===== config.mk =====
export PLATFORM = sky130hd
export DESIGN_NAME = vga_timing_gen
export DESIGN_NICKNAME = d
export VERILOG_FILES = /design/src/rtl/vga_timing_gen.sv
export SDC_FILE = /design/constraint.sdc
export NUM_CORES = 1
export LEC_CHECK = 0
export BUFFER_PORTS_ARGS = -buffer_cell sky130_fd_sc_hd__buf_4
export CORE_UTILIZATION = 56
export DETAILED_ROUTE_END_ITERATION = 6
export PLACE_DENSITY = 0.79
export RECOVER_POWER = 25
export REMOVE_ABC_BUFFERS = 1
export SLEW_MARGIN = 0
export SYNTH_ARGS = -nofsm -noshare
export SYNTH_HDL_FRONTEND = slang
export SYNTH_SLANG_ARGS = --single-unit

===== constraint.sdc =====
create_clock -name i_Clk -period 1.91 [get_ports i_Clk]
set_clock_uncertainty 0.1 [all_clocks]
set_input_delay 0.2865 -clock i_Clk [delete_from_list [all_inputs] [get_ports i_Clk]]
set_output_delay 0.2865 -clock i_Clk [all_outputs]
set_load 0.01 [all_outputs]

===== src/rtl/vga_timing_gen.sv =====
// VGA raster timing source: free-running column/row counters with registered
// active-window syncs, porch-adjusted pin syncs, aligned counts, line/frame
// strobes and a wrapping frame counter. All outputs lag the counters by one
// clock and always describe the same (col,row) position.
module vga_timing_gen #(
    parameter int unsigned c_TOTAL_COLS      = 800,
    parameter int unsigned c_TOTAL_ROWS      = 525,
    parameter int unsigned c_ACTIVE_COLS     = 640,
    parameter int unsigned c_ACTIVE_ROWS     = 480,
    parameter int unsigned c_H_FRONT_PORCH   = 16,
    parameter int unsigned c_H_SYNC_WIDTH    = 96,
    parameter int unsigned c_V_FRONT_PORCH   = 10,
    parameter int unsigned c_V_SYNC_WIDTH    = 2,
    parameter bit          c_SYNC_ACTIVE_LOW = 1'b1
) (
    input  logic       i_Clk,
    input  logic       i_Reset,
    input  logic       i_Enable,
    output logic       o_HSync,
    output logic       o_VSync,
    output logic       o_HSync_Pin,
    output logic       o_VSync_Pin,
    output logic [9:0] o_Col_Count,
    output logic [9:0] o_Row_Count,
    output logic       o_Video_Active,
    output logic       o_Line_Start,
    output logic       o_Frame_Start,
    output logic [7:0] o_Frame_Count
);

    localparam int unsigned CNT_W = 10;
    localparam int unsigned FC_W  = 8;
    // One extra bit so bounds equal to 1024 still compare correctly.
    localparam int unsigned CMP_W = CNT_W + 1;

    localparam logic [CNT_W-1:0] COL_LAST = CNT_W'(c_TOTAL_COLS - 1);
    localparam logic [CNT_W-1:0] ROW_LAST = CNT_W'(c_TOTAL_ROWS - 1);

    localparam logic [CMP_W-1:0] H_ACTIVE_END = CMP_W'(c_ACTIVE_COLS);
    localparam logic [CMP_W-1:0] V_ACTIVE_END = CMP_W'(c_ACTIVE_ROWS);
    localparam logic [CMP_W-1:0] H_PULSE_BEG  = CMP_W'(c_ACTIVE_COLS + c_H_FRONT_PORCH);
    localparam logic [CMP_W-1:0] H_PULSE_END  = CMP_W'(c_ACTIVE_COLS + c_H_FRONT_PORCH + c_H_SYNC_WIDTH);
    localparam logic [CMP_W-1:0] V_PULSE_BEG  = CMP_W'(c_ACTIVE_ROWS + c_V_FRONT_PORCH);
    localparam logic [CMP_W-1:0] V_PULSE_END  = CMP_W'(c_ACTIVE_ROWS + c_V_FRONT_PORCH + c_V_SYNC_WIDTH);

    localparam logic PIN_IDLE   = c_SYNC_ACTIVE_LOW;
    localparam logic PIN_ASSERT = !c_SYNC_ACTIVE_LOW;

    // Reject geometries whose sync pulse would run past the end of the line/frame.
    if (c_ACTIVE_COLS + c_H_FRONT_PORCH + c_H_SYNC_WIDTH > c_TOTAL_COLS) begin : g_bad_h_geom
        $error("vga_timing_gen: active + front porch + sync width exceeds total columns");
    end
    if (c_ACTIVE_ROWS + c_V_FRONT_PORCH + c_V_SYNC_WIDTH > c_TOTAL_ROWS) begin : g_bad_v_geom
        $error("vga_timing_gen: active + front porch + sync width exceeds total rows");
    end
    if (c_TOTAL_COLS > 1024 || c_TOTAL_ROWS > 1024) begin : g_bad_size
        $error("vga_timing_gen: totals must fit the 10-bit counters");
    end

    // Raster position (r_Col / r_Row).
    logic [CNT_W-1:0] col_q, col_d;
    logic [CNT_W-1:0] row_q, row_d;

    // Registered outputs.
    logic             hsync_q, hsync_d;
    logic             vsync_q, vsync_d;
    logic             hpin_q, hpin_d;
    logic             vpin_q, vpin_d;
    logic [CNT_W-1:0] col_out_q, col_out_d;
    logic [CNT_W-1:0] row_out_q, row_out_d;
    logic             active_q, active_d;
    logic             line_start_q, line_start_d;
    logic             frame_start_q, frame_start_d;
    logic [FC_W-1:0]  frame_cnt_q, frame_cnt_d;

    // Combinational decode of the current (pre-increment) position.
    logic [CMP_W-1:0] col_ext_c;
    logic [CMP_W-1:0] row_ext_c;
    logic             h_active_c;
    logic             v_active_c;
    logic             h_pulse_c;
    logic             v_pulse_c;

    // Position decode shared by every registered output.
    always_comb begin
        col_ext_c  = {1'b0, col_q};
        row_ext_c  = {1'b0, row_q};
        h_active_c = (col_ext_c < H_ACTIVE_END);
        v_active_c = (row_ext_c < V_ACTIVE_END);
        h_pulse_c  = (col_ext_c >= H_PULSE_BEG) && (col_ext_c < H_PULSE_END);
        v_pulse_c  = (row_ext_c >= V_PULSE_BEG) && (row_ext_c < V_PULSE_END);
    end

    // Raster counter advance: column wraps into a row step, row wraps with it.
    always_comb begin
        col_d = col_q;
        row_d = row_q;
        if (i_Enable) begin
            if (col_q == COL_LAST) begin
                col_d = '0;
                if (row_q == ROW_LAST) begin
                    row_d = '0;
                end else begin
                    row_d = row_q + CNT_W'(1);
                end
            end else begin
                col_d = col_q + CNT_W'(1);
            end
        end
    end

    // Next output values: levels hold and strobes drop while disabled.
    always_comb begin
        hsync_d       = hsync_q;
        vsync_d       = vsync_q;
        hpin_d        = hpin_q;
        vpin_d        = vpin_q;
        col_out_d     = col_out_q;
        row_out_d     = row_out_q;
        active_d      = active_q;
        line_start_d  = 1'b0;
        frame_start_d = 1'b0;
        frame_cnt_d   = frame_cnt_q;
        if (i_Enable) begin
            hsync_d       = h_active_c;
            vsync_d       = v_active_c;
            hpin_d        = h_pulse_c ? PIN_ASSERT : PIN_IDLE;
            vpin_d        = v_pulse_c ? PIN_ASSERT : PIN_IDLE;
            col_out_d     = col_q;
            row_out_d     = row_q;
            active_d      = h_active_c && v_active_c;
            line_start_d  = (col_q == '0);
            frame_start_d = (col_q == '0) && (row_q == '0);
            if ((col_q == '0) && (row_q == '0)) begin
                frame_cnt_d = frame_cnt_q + FC_W'(1);
            end
        end
    end

    // State and output registers with asynchronous reset.
    always_ff @(posedge i_Clk or posedge i_Reset) begin
        if (i_Reset) begin
            col_q         <= '0;
            row_q         <= '0;
            hsync_q       <= 1'b0;
            vsync_q       <= 1'b0;
            hpin_q        <= PIN_IDLE;
            vpin_q        <= PIN_IDLE;
            col_out_q     <= '0;
            row_out_q     <= '0;
            active_q      <= 1'b0;
            line_start_q  <= 1'b0;
            frame_start_q <= 1'b0;
            frame_cnt_q   <= '0;
        end else begin
            col_q         <= col_d;
            row_q         <= row_d;
            hsync_q       <= hsync_d;
            vsync_q       <= vsync_d;
            hpin_q        <= hpin_d;
            vpin_q        <= vpin_d;
            col_out_q     <= col_out_d;
            row_out_q     <= row_out_d;
            active_q      <= active_d;
            line_start_q  <= line_start_d;
            frame_start_q <= frame_start_d;
            frame_cnt_q   <= frame_cnt_d;
        end
    end

    assign o_HSync        = hsync_q;
    assign o_VSync        = vsync_q;
    assign o_HSync_Pin    = hpin_q;
    assign o_VSync_Pin    = vpin_q;
    assign o_Col_Count    = col_out_q;
    assign o_Row_Count    = row_out_q;
    assign o_Video_Active = active_q;
    assign o_Line_Start   = line_start_q;
    assign o_Frame_Start  = frame_start_q;
    assign o_Frame_Count  = frame_cnt_q;

endmodule


; ---- Word-level counts from Yosys, hierarchy flattened
; Index checks and enable logic that the tools add are counted.
[word_totals]
register_bits = 55
latch_bits = 0
mem_bits_rw = 0
mem_bits_ro = 0
input_bits = 3
output_inout_bits = 35
elab_cells = 37
mem_count = 0
[op_classes]
addsub = 3
multipliers = 0
div = 0
n_lt_le_gt_ge = 6
n_eq_ne = 2
n_shift = 0
muxes = 6
n_bitwise = 0
n_reduce_logical = 8
[ops]
columns = op, count
row1 = $add A10 B1 Y10 const B, 2
row2 = $eq A10 B10 Y1 const B, 2
row3 = $logic_not A10 Y1, 2
row4 = $lt A10 B10 Y1 const B, 2
row5 = $lt A10 B9 Y1 const B, 2
row6 = $mux W10, 2
row7 = $ge A10 B10 Y1 const B, 1
row8 = $ge A10 B9 Y1 const B, 1
row9 = $add A8 B1 Y8 const B, 1
row10 = $logic_and A1 B1 Y1, 4
row11 = $mux W1, 4
row12 = $reduce_and A2 Y1, 2

; ---- Longest topological paths before layout
[logic_depth]
word_depth = 3
ltp_mapped = 7
depth_no_buf = 6

; ---- Worst setup path before layout
; Ideal clock, no wire load.
[synth_path]
path_type = reg2reg
startpoint = reg col_q[0]
endpoint = reg frame_cnt_q[1], in the netlist o_Frame_Count[1]
setup_ps = 128
arrival_ps = 1534
slack_ps = 148
stages_incl_launch_ff = 7
n_path_buf = 0
cell_sequence = dfrtp_1 > inv_1 > ha_1 > nor4b_4 > nand4_4 > nor3_2 > mux2_1
[synth_via]
elab_chain_cells = 3
[synth_rtl]
columns = element, line_no
row1 = "start, declared", 61  ; logic [CNT_W-1:0] col_q, col_d;
row2 = "start signal, assigned", 156  ; col_q <= col_d;
row3 = $logic_not A10 Y1, 134  ; if ((col_q == '0) && (row_q == '0)) begin
row4 = $logic_and A1 B1 Y1, 134
row5 = $reduce_and A2 Y1 (no line), -
row6 = "end signal, assigned", 167  ; frame_cnt_q <= frame_cnt_d;
row7 = "end, declared", 74  ; logic [FC_W-1:0] frame_cnt_q, frame_cnt_d;
; No other way between the ends.
; A chain may end at the register's enable or synchronous reset.

; ---- Final worst setup path
[layout_path]
startpoint = reg col_q[0]
endpoint = reg row_q[9]
[layout_via]
elab_chain_cells = 2
[layout_rtl]
columns = element, line_no
row1 = $eq A10 B10 Y1, 99  ; if (col_q == COL_LAST) begin
row2 = $reduce_and A2 Y1 (no line), -
row3 = "end signal, assigned", 157  ; row_q <= row_d;
row4 = "end, declared", 62  ; logic [CNT_W-1:0] row_q, row_d;
; No other way between the ends.

==> run_results.csv <==
group,metric,value,unit
finish,diodes,0,
timing,finalSetupViolCount,0,
global_route,grt_pass1_wl,8310,um
power,clkPwrFrac,0.272,
yosys,synth_edf_count,0,
placed_design,port-buffer-count,37,
timing,fin_tns_setup,0,ns
yosys,yosysSeqAreaShare,0.532,
timing,finalCritPeriodShare,0.942,
global_route,grt_overflow,0,
critical_path,crit_end,"row_q[9]",
placed_design,gp_congestion,0.820,
clock_network,ctsRootBufferMaster,"clkbuf_8",
power,p_sw_frac,0.282,
clock_network,cts_buffers,5,
critical_path,endpoint_kind,"flop",
placed_design,dpl_cell_area,0.00297,mm2
power,irDropWorstVdd,489,uV
yosys,syn_inst,219,
floorplanning,rows,24,
placed_design,hpwlAfterDp,3350,um
critical_path,regToRegSetupSlack,0.11,ns
clock_network,cts_sinks,55,
clock_network,cts_tree,"yes",
global_route,grt_use_total,0.215,
finish,mostFrequentLayoutCells,"53 x dfrtp_1, 42 x buf_4, 21 x mux2_2",
status,outcome,"complete, no violations",
finish,final_area,0.00311,mm2
floorplanning,core,0.00441,mm2
finish,syn_to_final_growth,19.9,%
floorplanning,die_y,70.1,um
run,max-cap-violations,0,
critical_path,crit_path_max_incr_delay,0.40,ns
floorplanning,dieArea,0.00491,mm2
power,p_per_area,822,mW/mm2
yosys,ys_ff_latch,55,
yosys,syn_area,0.00259,mm2
timing,relSlewSlack,0.491,
critical_path,crit_path_max_fanout,12,
route,drt_iter0_drc,101,
timing,fmax,556,MHz
clock_network,clockBufferDepth,2,
power,seqPwrFrac,0.552,
floorplanning,io_pins,38,
critical_path,rr_endpoint,"row_q[9]",
critical_path,critical-path-slowest-cell,"dfrtp_1",
yosys,synth_ff_type,"dfrtp_1",
route,ant_nets,0,
min_path,hp-class,"input port to flop",
critical_path,arrival,1.92,ns
finish,final_nets,274,
route,remaining_drc_errors,0,
finish,mostFrequentLayoutCell,"dfrtp_1",
finish,final_layout_size_suffix_gt1_frac,0.360,
critical_path,path_cells,"ha_1 > and4_2 > and3_4 > nand4_1 > o31ai_1",
route,viasPerCell,5.69,
floorplanning,die_w,70.1,um
timing,hold_violations,0,
timing,fin_crit,1.80,ns
critical_path,path_class,"flop to flop",
critical_path,startpoint,"col_q[0]",
yosys,avgSynthCellArea,11.8,um2
route,finalWirelength,4770,um
critical_path,worstReg2RegStart,"col_q[0]",
critical_path,reg2regPathDepth,5,
clock_network,clock_latency,0.31,ns
route,drt_first_pass_iters,4,
route,vias,1816,
route,avgRoutedWirePerCell,15.0,um
yosys,async_flop_share,1.00,
timing,rsz0062_at_grt,"no",
power,switchingPower,0.722,mW
global_route,grt_max_degree,37,
global_route,antenna_found_initial,0,
clock_network,path_clk_slew,0.10,ns
power,power_frac_comb,0.176,
global_route,first_global_vias,1806,
floorplanning,start_util,0.588,
yosys,synthDistinctLibCells,45,
timing,tightest_slew,0.763,ns
finish,fin_util,0.705,
min_path,holdPathStages,4,
timing,slew_violations,0,
critical_path,required,2.03,ns
yosys,yosysWarnings,0,
power,p_leak,1.51,nW
clock_network,htree_levels,2,
critical_path,cp-start-kind,"flop",
power,p_int,1.83,mW
-- layer usage --
metal  vias to the layer above  track usage  share of wire
li1                        870            -              -
met1                       896        0.298           0.48
met2                        41        0.329           0.47
met3                         9       0.0404          0.034
met4                         0       0.0956          0.017
met5                         -            0              0
-- cell families after synthesis --
logic type / after synthesis / synth area share
flip-flops: 55 / 0.532
multiplexers: 24 / 0.103
adder cells (fa/ha/maj): 5 / 0.0241
AO/OA/AOI/OAI: 17 / 0.0357
buffers and inverters: 19 / 0.0367
XOR/XNOR: 18 / 0.0608
AND/OR/NAND/NOR: 81 / 0.208
-- per-stage QoR --
stage	instances	power, mW	hold slack (ns)	setup WS, ns
after floorplan	210	1.67	0.237	0.148
after global placement	309	1.85	0.220	0.120
after detailed placement	309	1.87	0.219	0.0459
after CTS	318	2.56	0.230	0.0262
after global routing	319	2.68	0.332	0.00925
final	319	2.56	0.277	0.111
-- how the worst min path moves through the flow --
stage,slack (ns),startpoint,to
after CTS,0.23,i_Enable,col_q[8]
after global placement,0.22,i_Reset,o_Col_Count[7]
after detailed placement,0.22,i_Reset,o_Col_Count[7]
after global routing,0.33,i_Enable,col_q[8]
after floorplan,0.24,i_Enable,o_HSync_Pin
final,0.28,i_Enable,col_q[8]
-- power by group through the flow --
stage	Combinational, mW	Clock, mW	Sequential, mW
3_3_place_gp	0.422	0	1.43
4_1_cts	0.441	0.712	1.41
2_1_floorplan	0.244	0	1.43
3_5_place_dp	0.438	0	1.43
6_report	0.449	0.696	1.41
5_1_grt	0.503	0.747	1.43
-- cell type report --
class	count	area, um2
Clock buffer	8	100
Sequential cell	55	1380
Fill cell	331	1300
Timing Repair Buffer	49	377
Tap cell	52	65.1
Multi-Input combinational cell	145	1150
Inverter	10	37.5
-- what timing repair did --
item | in CTS | in global routing
resized for setup | 0 | 9
setup buffers | 0 | 1
hold endpoints to repair | 18 | 0
hold buffers | 1 | 0
setup endpoints to repair | 0 | 7
-- synth_stat cells, types with 2 or more instances --
cell      number  area share
a21oi_1        5      0.0096
and3_1         6       0.014
and4_1         2      0.0068
buf_4          2      0.0058
buf_6          2      0.0087
clkbuf_1       4      0.0058
dfrtp_1       53        0.51
dfstp_2        2       0.020
ha_1           5       0.024
inv_1         10       0.014
mux2_2        21       0.091
mux2i_1        2      0.0077
nand2_1       14       0.020
nand3_1       13       0.025
nand4_1        6       0.014
nand4_2        2      0.0096
nor2_1        10       0.014
nor2b_1        2      0.0048
nor3_1         4      0.0077
nor4_1         2      0.0048
nor4_2         3       0.014
o21ai_0        9       0.017
or3_1          2      0.0048
xnor2_1        5       0.017
xor2_1        13       0.044
-- state kept, by name, indices dropped and copies added, names as in the netlist, 8 cells and up --
name / cells
col_q: 10
o_Col_Count: 10
o_Frame_Count: 8
o_Row_Count: 10
row_q: 10
-- critical path, delay by kind of cell, from the launching register on --
kind / cells / cell delay, ns
and+or+nand+nor: 3 / 0.74
DFF: 1 / 0.40
adders and majority gates: 1 / 0.25
AOI/OAI and AO/OA: 1 / 0.23
(Power assumes the default switching activity.)
